**config.mk**
```make
export PLATFORM = sky130hd
export DESIGN_NAME = dm_store_buffer_flat
export DESIGN_NICKNAME = d
export VERILOG_FILES = /design/src/rtl/dm_store_buffer_if.sv /design/src/rtl/dm_store_buffer.sv /design/src/flat_wrapper.sv
export SDC_FILE = /design/constraint.sdc
export NUM_CORES = 1
export LEC_CHECK = 0
export BUFFER_PORTS_ARGS = -buffer_cell sky130_fd_sc_hd__buf_2
export CELL_PAD_IN_SITES_DETAIL_PLACEMENT = 1
export CELL_PAD_IN_SITES_GLOBAL_PLACEMENT = 2
export CORE_ASPECT_RATIO = 0.6
export CORE_MARGIN = 1
export CORE_UTILIZATION = 45
export DETAILED_ROUTE_END_ITERATION = 12
export GPL_ROUTABILITY_DRIVEN = 0
export PLACE_DENSITY = 0.92
export SYNTH_ARGS = -nofsm -noshare
export SYNTH_HDL_FRONTEND = slang
export SYNTH_SLANG_ARGS = --single-unit
```
**constraint.sdc**
```tcl
create_clock -name CLK -period 12 [get_ports CLK]
set_input_delay 0.6 -clock CLK [delete_from_list [all_inputs] [get_ports CLK]]
set_output_delay 0.6 -clock CLK [all_outputs]
set_load 0.02 [all_outputs]
```
**src/rtl/dm_store_buffer_if.sv**
```systemverilog
// dm_store_buffer_if: datapath, store buffer and data memory signals.
// The slave modport is the store buffer itself; the master modport is the
// surrounding datapath plus data memory that drive its inputs.
interface dm_store_buffer_if;
  // datapath store side
  logic        st_req;
  logic [31:0] st_addr;
  logic [31:0] st_wd;
  logic [31:0] st_pc;
  logic        st_ready;
  // datapath load side
  logic        ld_req;
  logic [31:0] ld_addr;
  logic [31:0] ld_data;
  logic        ld_hit;
  // data memory port
  logic        dm_wr;
  logic [31:0] dm_a;
  logic [31:0] dm_wd;
  logic [31:0] dm_pc;
  logic [31:0] dm_d;
  // status
  logic        empty;

  modport slave (
    input  st_req, st_addr, st_wd, st_pc, ld_req, ld_addr, dm_d,
    output st_ready, ld_data, ld_hit, dm_wr, dm_a, dm_wd, dm_pc, empty
  );

  modport master (
    output st_req, st_addr, st_wd, st_pc, ld_req, ld_addr, dm_d,
    input  st_ready, ld_data, ld_hit, dm_wr, dm_a, dm_wd, dm_pc, empty
  );
endinterface

```
**src/rtl/dm_store_buffer.sv**
```systemverilog
// dm_store_buffer: FIFO of pending word stores in front of the data memory.
// Stores drain one per cycle whenever no load needs the dm address port;
// loads forward from the youngest matching pending store.
// Optional macro DM_SB_COALESCE_EN: a store to the same word as the youngest
// pending entry overwrites that entry instead of allocating a new one.
module dm_store_buffer #(
  parameter int DEPTH = 4,
  parameter int PW    = 2
) (
  input logic              CLK,
  input logic              Reset,
  dm_store_buffer_if.slave bus
);

  localparam logic [PW:0]   CNT_FULL = DEPTH[PW:0];
  localparam logic [PW:0]   CNT_ONE  = 1;
  localparam logic [PW-1:0] PTR_ONE  = 1;

  // Entry storage: registers, since every entry is compared each cycle
  logic        valid_reg [DEPTH];
  logic [29:0] addr_reg  [DEPTH];
  logic [31:0] wd_reg    [DEPTH];
  logic [31:0] pc_reg    [DEPTH];

  logic [PW-1:0] head_reg;
  logic [PW-1:0] tail_reg;
  logic [PW:0]   count_reg;
  logic [PW:0]   count_next;

  logic             full;
  logic             is_empty;
  logic             drain;
  logic             push;
  logic             push_alloc;
  logic             push_coal;
  logic             coalesce_hit;
  logic [PW-1:0]    young_idx;
  logic [DEPTH-1:0] match;
  logic             fwd_hit;
  logic [31:0]      fwd_data;
  logic [3:0]       unused_addr_lsb;

  // Byte offsets are irrelevant for word-only accesses.
  assign unused_addr_lsb = {bus.st_addr[1:0], bus.ld_addr[1:0]};

  assign full      = (count_reg == CNT_FULL);
  assign is_empty  = (count_reg == '0);
  // Loads own the dm port; stores only drain in load-free cycles.
  assign drain     = !is_empty && !bus.ld_req;
  assign young_idx = tail_reg - PTR_ONE;

`ifdef DM_SB_COALESCE_EN
  // Never merge into the head while it is leaving this very cycle.
  assign coalesce_hit = !is_empty && valid_reg[young_idx] &&
                        (addr_reg[young_idx] == bus.st_addr[31:2]) &&
                        !(drain && (young_idx == head_reg));
`else
  assign coalesce_hit = 1'b0;
`endif

  assign bus.st_ready = !full || coalesce_hit;
  assign push         = bus.st_req && bus.st_ready;
  assign push_coal    = push && coalesce_hit;
  assign push_alloc   = push && !coalesce_hit;

  // Per-entry word match against the load address
  for (genvar gi = 0; gi < DEPTH; gi++) begin : g_match
    assign match[gi] = valid_reg[gi] && (addr_reg[gi] == bus.ld_addr[31:2]);
  end

  // Walk entries oldest to youngest from head so the last hit is the youngest,
  // which keeps the search correct when the valid range wraps past DEPTH-1.
  always_comb begin
    logic [PW-1:0] idx;
    fwd_hit  = 1'b0;
    fwd_data = '0;
    idx      = head_reg;
    for (int k = 0; k < DEPTH; k++) begin
      idx = head_reg + k[PW-1:0];
      if (match[idx]) begin
        fwd_hit  = 1'b1;
        fwd_data = wd_reg[idx];
      end
    end
  end

  assign bus.ld_hit  = bus.ld_req && fwd_hit;
  assign bus.ld_data = bus.ld_hit ? fwd_data : bus.dm_d;

  assign bus.empty = is_empty;
  assign bus.dm_wr = drain;
  assign bus.dm_a  = bus.ld_req ? {bus.ld_addr[31:2], 2'b00} :
                     (is_empty ? 32'h0 : {addr_reg[head_reg], 2'b00});
  assign bus.dm_wd = is_empty ? 32'h0 : wd_reg[head_reg];
  assign bus.dm_pc = is_empty ? 32'h0 : pc_reg[head_reg];

  // Occupancy: push and drain in the same cycle cancel out
  always_comb begin
    count_next = count_reg;
    case ({push_alloc, drain})
      2'b10:   count_next = count_reg + CNT_ONE;
      2'b01:   count_next = count_reg - CNT_ONE;
      default: count_next = count_reg;
    endcase
  end

  // Pointer and count registers; reset discards everything pending
  always_ff @(posedge CLK) begin
    if (Reset) begin
      head_reg  <= '0;
      tail_reg  <= '0;
      count_reg <= '0;
    end else begin
      count_reg <= count_next;
      if (push_alloc) tail_reg <= tail_reg + PTR_ONE;
      if (drain)      head_reg <= head_reg + PTR_ONE;
    end
  end

  // Entry writes: allocate at tail, merge into youngest, retire head
  always_ff @(posedge CLK) begin
    for (int e = 0; e < DEPTH; e++) begin
      if (Reset) begin
        valid_reg[e] <= 1'b0;
      end else begin
        if (drain && (head_reg == e[PW-1:0])) valid_reg[e] <= 1'b0;
        if (push_alloc && (tail_reg == e[PW-1:0])) begin
          valid_reg[e] <= 1'b1;
          addr_reg[e]  <= bus.st_addr[31:2];
          wd_reg[e]    <= bus.st_wd;
          pc_reg[e]    <= bus.st_pc;
        end
        if (push_coal && (young_idx == e[PW-1:0])) begin
          wd_reg[e] <= bus.st_wd;
          pc_reg[e] <= bus.st_pc;
        end
      end
    end
  end

endmodule

```
**src/flat_wrapper.sv**
```systemverilog
// flat-port wrapper written by rule: the top's interface ports become plain ports
module dm_store_buffer_flat 
#(
  parameter int DEPTH = 4,
  parameter int PW    = 2
)
  (CLK, Reset, bus_st_req, bus_st_addr, bus_st_wd, bus_st_pc, bus_ld_req, bus_ld_addr, bus_dm_d, bus_st_ready, bus_ld_data, bus_ld_hit, bus_dm_wr, bus_dm_a, bus_dm_wd, bus_dm_pc, bus_empty);
  dm_store_buffer_if bus_i ();
  input logic CLK;
  input logic Reset;
  input wire logic [$bits(bus_i.st_req)-1:0] bus_st_req;
  input wire logic [$bits(bus_i.st_addr)-1:0] bus_st_addr;
  input wire logic [$bits(bus_i.st_wd)-1:0] bus_st_wd;
  input wire logic [$bits(bus_i.st_pc)-1:0] bus_st_pc;
  input wire logic [$bits(bus_i.ld_req)-1:0] bus_ld_req;
  input wire logic [$bits(bus_i.ld_addr)-1:0] bus_ld_addr;
  input wire logic [$bits(bus_i.dm_d)-1:0] bus_dm_d;
  output wire logic [$bits(bus_i.st_ready)-1:0] bus_st_ready;
  output wire logic [$bits(bus_i.ld_data)-1:0] bus_ld_data;
  output wire logic [$bits(bus_i.ld_hit)-1:0] bus_ld_hit;
  output wire logic [$bits(bus_i.dm_wr)-1:0] bus_dm_wr;
  output wire logic [$bits(bus_i.dm_a)-1:0] bus_dm_a;
  output wire logic [$bits(bus_i.dm_wd)-1:0] bus_dm_wd;
  output wire logic [$bits(bus_i.dm_pc)-1:0] bus_dm_pc;
  output wire logic [$bits(bus_i.empty)-1:0] bus_empty;
  assign bus_i.st_req = bus_st_req;
  assign bus_i.st_addr = bus_st_addr;
  assign bus_i.st_wd = bus_st_wd;
  assign bus_i.st_pc = bus_st_pc;
  assign bus_i.ld_req = bus_ld_req;
  assign bus_i.ld_addr = bus_ld_addr;
  assign bus_i.dm_d = bus_dm_d;
  assign bus_st_ready = bus_i.st_ready;
  assign bus_ld_data = bus_i.ld_data;
  assign bus_ld_hit = bus_i.ld_hit;
  assign bus_dm_wr = bus_i.dm_wr;
  assign bus_dm_a = bus_i.dm_a;
  assign bus_dm_wd = bus_i.dm_wd;
  assign bus_dm_pc = bus_i.dm_pc;
  assign bus_empty = bus_i.empty;
  dm_store_buffer #(.DEPTH(DEPTH), .PW(PW)) u_core (.CLK(CLK), .Reset(Reset), .bus(bus_i));
endmodule
```
==> Word-level counts from Yosys, hierarchy flattened <==
Memory sizes are Yosys's and may differ from the RTL's. A register that Yosys moved wholly into a read port is not among the register bits.
Cells that the tools add are included.
{ "op_classes": {"n_reduce_logical": 31, "add_sub_neg": 6, "n_mux": 89, "order_cmp": 4, "n_bitwise": 8, "eq_ne": 13} }
{ "ops": {"columns": ["op", "n"], "rows": [
  ["2-to-1 mux 32 bit", 15],
  ["OR reduction 32 bit", 6],
  ["equality test 30 bit", 4],
  ["2-to-1 mux 30 bit", 3],
  ["OR reduction 30 bit", 3],
  ["2-to-1 mux 1 bit", 51],
  ["2-to-1 mux 2 bit", 15],
  ["logical AND 1 bit", 15],
  ["less-than comparator 2 x 3 -> 1 bit, second input constant", 4],
  ["equality test 2 bit, second input constant", 5],
  ["binary-select mux 1 bit (select 2 bit)", 4],
  ["OR 1 bit", 8],
  ["equality test 2 x 1 -> 1 bit, second input constant", 3],
  ["case mux 3 bit (2 select lines)", 1],
  ["adder 2 x 1 -> 2 bit, second input constant", 2],
  ["adder 2 bit, second input constant", 2],
  ["logical NOT 2 bit", 2],
  ["adder 3 x 1 -> 3 bit, second input constant", 1],
  ["equality test 3 bit, second input constant", 1],
  ["logical NOT 1 bit", 3],
  ["logical NOT 3 bit", 1],
  ["subtractor 3 x 1 -> 3 bit, second input constant", 1],
  ["nonzero test 2 bit", 1]
]} }
{ "word_totals": {"out_inout_bits": 132, "mem_count": 4, "register_bits": 7, "wordCells": 158, "inputBits": 164, "ram_bits": 380} }
{ "memory_table": {"columns": ["memory", "depth", "width", "read_ports", "rd_clocked_by_memory_dff", "wr", "line", "rtl"], "rows": [
  ["u_core.pc_reg", 4, 32, 1, 1, 1, "dm_store_buffer.sv:23", "logic [31:0] pc_reg [DEPTH];"],
  ["u_core.wd_reg", 4, 32, 4, 1, 1, "dm_store_buffer.sv:22", "logic [31:0] wd_reg [DEPTH];"],
  ["u_core.addr_reg", 4, 30, 5, 1, 1, "dm_store_buffer.sv:21", "logic [29:0] addr_reg [DEPTH];"],
  ["u_core.valid_reg", 4, 1, 4, 0, 4, "dm_store_buffer.sv:20", "logic valid_reg [DEPTH];"]
]} }

==> Longest topological paths before layout <==
{ "logic_depth": {"word_depth": 11, "ltp_mapped": 12, "ltp_nobuf": 10} }

==> Worst setup path before layout <==
No wires, ideal clock.
{ "synth_path": {"path_kind": "reg-to-reg", "start": "register u_core.count_reg[0]", "end": "memory u_core.valid_reg[0], data pin", "arrival_time_ps": 3492, "setup_time_ps": 647, "stages_incl_launch_ff": 8, "t_required_ps": 11353, "path_buffers": 1, "synth_period_minus_slack_ps": 4139, "slack_ps": 7861, "path_cell_list": "dfxtp_1 > inv_1 > nand3_1 > and2_1 > clkbuf_1 > inv_1 > nor2_1 > and2_1"} }
{ "synth_rtl": {"columns": ["item", "line", "rtl"], "rows": [
  ["start, declared", "dm_store_buffer.sv:27", "logic [PW:0] count_reg;"],
  ["start signal, assigned", "dm_store_buffer.sv:114", "count_reg <= count_next;"],
  ["end, declared", "dm_store_buffer.sv:20", null]
]} }

==> results.json <==
{
  "synth_top_family_by_area": "multiplexers",
  "hold_viol": 0,
  "power.switching_mw": 1.572,
  "comb_power_share": 0.381,
  "drive_above_1_share": 0.3796,
  "synth_mux_area_frac": 0.2105,
  "cts_buffers": 39,
  "slew_headroom": 0.1671,
  "min_path_type": "in2reg",
  "path_cells": "xnor2_1, nand4_1, nor4_1, nand2_1, mux4_2, o311ai_4, buf_4, o221ai_1, a31o_1, buf_2",
  "grt_max_degree": 67,
  "vias": 13480,
  "layout_commonest_cell": "edfxtp_1",
  "switching_share": 0.3410,
  "fin_worst_skew_ns": 0.02463,
  "powerDensity_mw_per_mm2": 194.4,
  "worstSetupEndpointType": "output port",
  "p_leak_nw": 7.979,
  "final_cell_mix": "edfxtp_1 (380), buf_2 (289), mux4_2 (192)",
  "hold_ws_ns": 0.2670,
  "seq_area_frac_synth": 0.5616,
  "dp_hpwl_mm": 39.48,
  "synth_seq_cells": 389,
  "cts-root-buf": "clkbuf_16",
  "holdBufCountCts": 0,
  "ir_worst_vdd_v": 0.0001271,
  "syn_inst": 1327,
  "io_buffer_count": 289,
  "synth-async-reset-ratio": 0,
  "slowest_stage": "mux4_2",
  "drc": 0,
  "avgRoutedWirePerCell_um": 27.47,
  "yosysWarnings": 0,
  "critPathRequiredTime_ns": 11.40,
  "rows": 60,
  "final_core_util": 0.5264,
  "path_buf_inv": 2,
  "ant_nets": 0,
  "tightest_slew_ns": 1.246,
  "fin_crit_sh": 0.4846,
  "cts_setup_buffers": 0,
  "synth_area_per_cell_um2": 15.55,
  "die_h_um": 167.9,
  "cp-start-kind": "flop",
  "min_period_ns": 5.816,
  "fmax_mhz": 171.9,
  "start_util": 0.4582,
  "synth_compound_area_frac": 0.05359,
  "fin_nets": 1731,
  "core-area_mm2": 0.04504,
  "slowest_delay_ns": 0.97,
  "clkTransAtPathRegs_ns": 0.06,
  "synthFlopType": "edfxtp_1",
  "critical-path-top-delay-family": "simple AND/OR/NAND/NOR gates",
  "synth_area_mm2": 0.02064,
  "slew_violations": 0,
  "cp_max_fo": 33,
  "clock_latency_ns": 0.54,
  "criticalPathCategory": "reg2out",
  "h-tree-depth": 2,
  "power_frac_clock": 0.257,
  "routed_wl_mm": 59.85,
  "synthToLayoutAreaGrowth_pct": 14.88,
  "clock_path_buffers": 3,
  "cap_violations": 0,
  "internal_power_mw": 3.038,
  "synth_fa_ha_area_frac": 0.006426,
  "synthXorXnorAreaFrac": 0.05480,
  "overflow": 0,
  "post_cts_resized": 0,
  "cts_tree": "yes",
  "cp.arrival_ns": 5.22,
  "outcome": "finished clean",
  "io_pins": 296,
  "grt_pass1_vias": 14160,
  "setup_tns_ns": 0,
  "grt_pass1_wl_mm": 88.83,
  "die-width_um": 278.5,
  "antenna_found_initial": 9,
  "pwr-share-seq": 0.362,
  "synth_edf_count": 380,
  "synthSimpleGateAreaFrac": 0.07305,
  "drt-initial-drc-count": 1262,
  "yosysUniqueCellTypes": 44,
  "cts_sinks": 389,
  "post_drt_via_cell_ratio": 6.185,
  "finalSetupViolations": 0,
  "dieArea_mm2": 0.04675,
  "first_pass_iters": 5,
  "rsz0062_at_grt": "false",
  "track_usage": 0.2545
}
[cells in the mapped netlist (2+ instances only)]
cell	number	area share
o221ai_1	32	0.014
nor2b_1	32	0.0097
buf_4	3	0.0011
buf_1	17	0.0031
nor3_1	3	0.00073
and2_1	6	0.0018
o21ai_0	4	0.00097
or4_1	2	0.00073
nand2_1	41	0.0075
xnor2_1	107	0.045
or2_2	33	0.010
nor4_1	12	0.0036
edfxtp_1	380	0.55
inv_1	73	0.013
nand4_1	52	0.016
nand3_1	9	0.0022
nand2b_1	32	0.0097
a31o_1	32	0.014
xor2_1	11	0.0047
o21ai_1	30	0.0073
a221o_1	4	0.0019
nor2_1	45	0.0082
buf_2	25	0.0061
mux4_2	192	0.21
clkbuf_1	66	0.012
xnor2_2	6	0.0047
a21oi_1	6	0.0015
mux2i_1	2	0.00097
nand4b_1	3	0.0013
buf_6	8	0.0044
a22o_1	30	0.013
dfxtp_1	9	0.0087
ha_1	9	0.0055
[layout make-up]
| type | instances | area (um2) |
|---|---|---|
| fill | 4317 | 21330 |
| inverter | 73 | 274.0 |
| clock inverter | 19 | 173.9 |
| timing repair buffer | 307 | 1582 |
| sequential | 389 | 11600 |
| antenna | 4 | 10.01 |
| clock buffer | 51 | 1042 |
| multi-input combinational | 747 | 8288 |
| tap | 589 | 737.0 |
[power groups by stage]
stage                     Sequential, mW  Clock, mW  Combinational [mW]
after floorplan                     1.64          0                1.31
after global placement              1.69          0                1.73
after detailed placement            1.70          0                1.77
after CTS                           1.67       1.21                1.78
after global routing                1.68       1.25                1.88
final                               1.67       1.19                1.76
[logic make-up after synthesis]
family                   count (synthesis)
multiplexers                           194
AND/OR/NAND/NOR                        275
other                                    1
adder cells (fa/ha/maj)                 10
flip-flops                             389
buffers and inverters                  192
AO/OA/AOI/OAI                          142
XOR/XNOR                               124
[stage by stage]
step / cells / setup WS (ns) / power (mW) / instance area, um2
global placement: 2105 / 6.614 / 3.422 / 22480
CTS: 2175 / 6.251 / 4.652 / 23700
finish: 2179 / 6.184 / 4.610 / 23710
detailed placement: 2105 / 6.453 / 3.462 / 22480
global route: 2176 / 6.104 / 4.809 / 23700
floorplan: 1328 / 7.861 / 2.951 / 20640
[routing by layer]
metal / part of all wire / up-vias / global-route usage
met5: 0.00037 / - / 0
met4: 0.019 / 4 / 0.05710
met3: 0.094 / 86 / 0.07633
met2: 0.46 / 612 / 0.3978
met1: 0.42 / 7061 / 0.3530
li1: - / 5715 / -
[path summary, 6_finish.rpt]
kind / startpoint / to / slack, ns / cells past startpoint
worst max register to register: u_core.count_reg[0] / u_core.wd_reg[1][31] / 8.65 / 7
worst min-delay path: bus_st_addr[13] / u_core.addr_reg[0][11] / 0.27 / 1
worst max-delay path: u_core.addr_reg[2][2] / bus_ld_data[30] / 6.18 / 10
worst min register to register: u_core.tail_reg[1] / u_core.tail_reg[1] / 0.52 / 2
(Power assumes the default switching activity.)
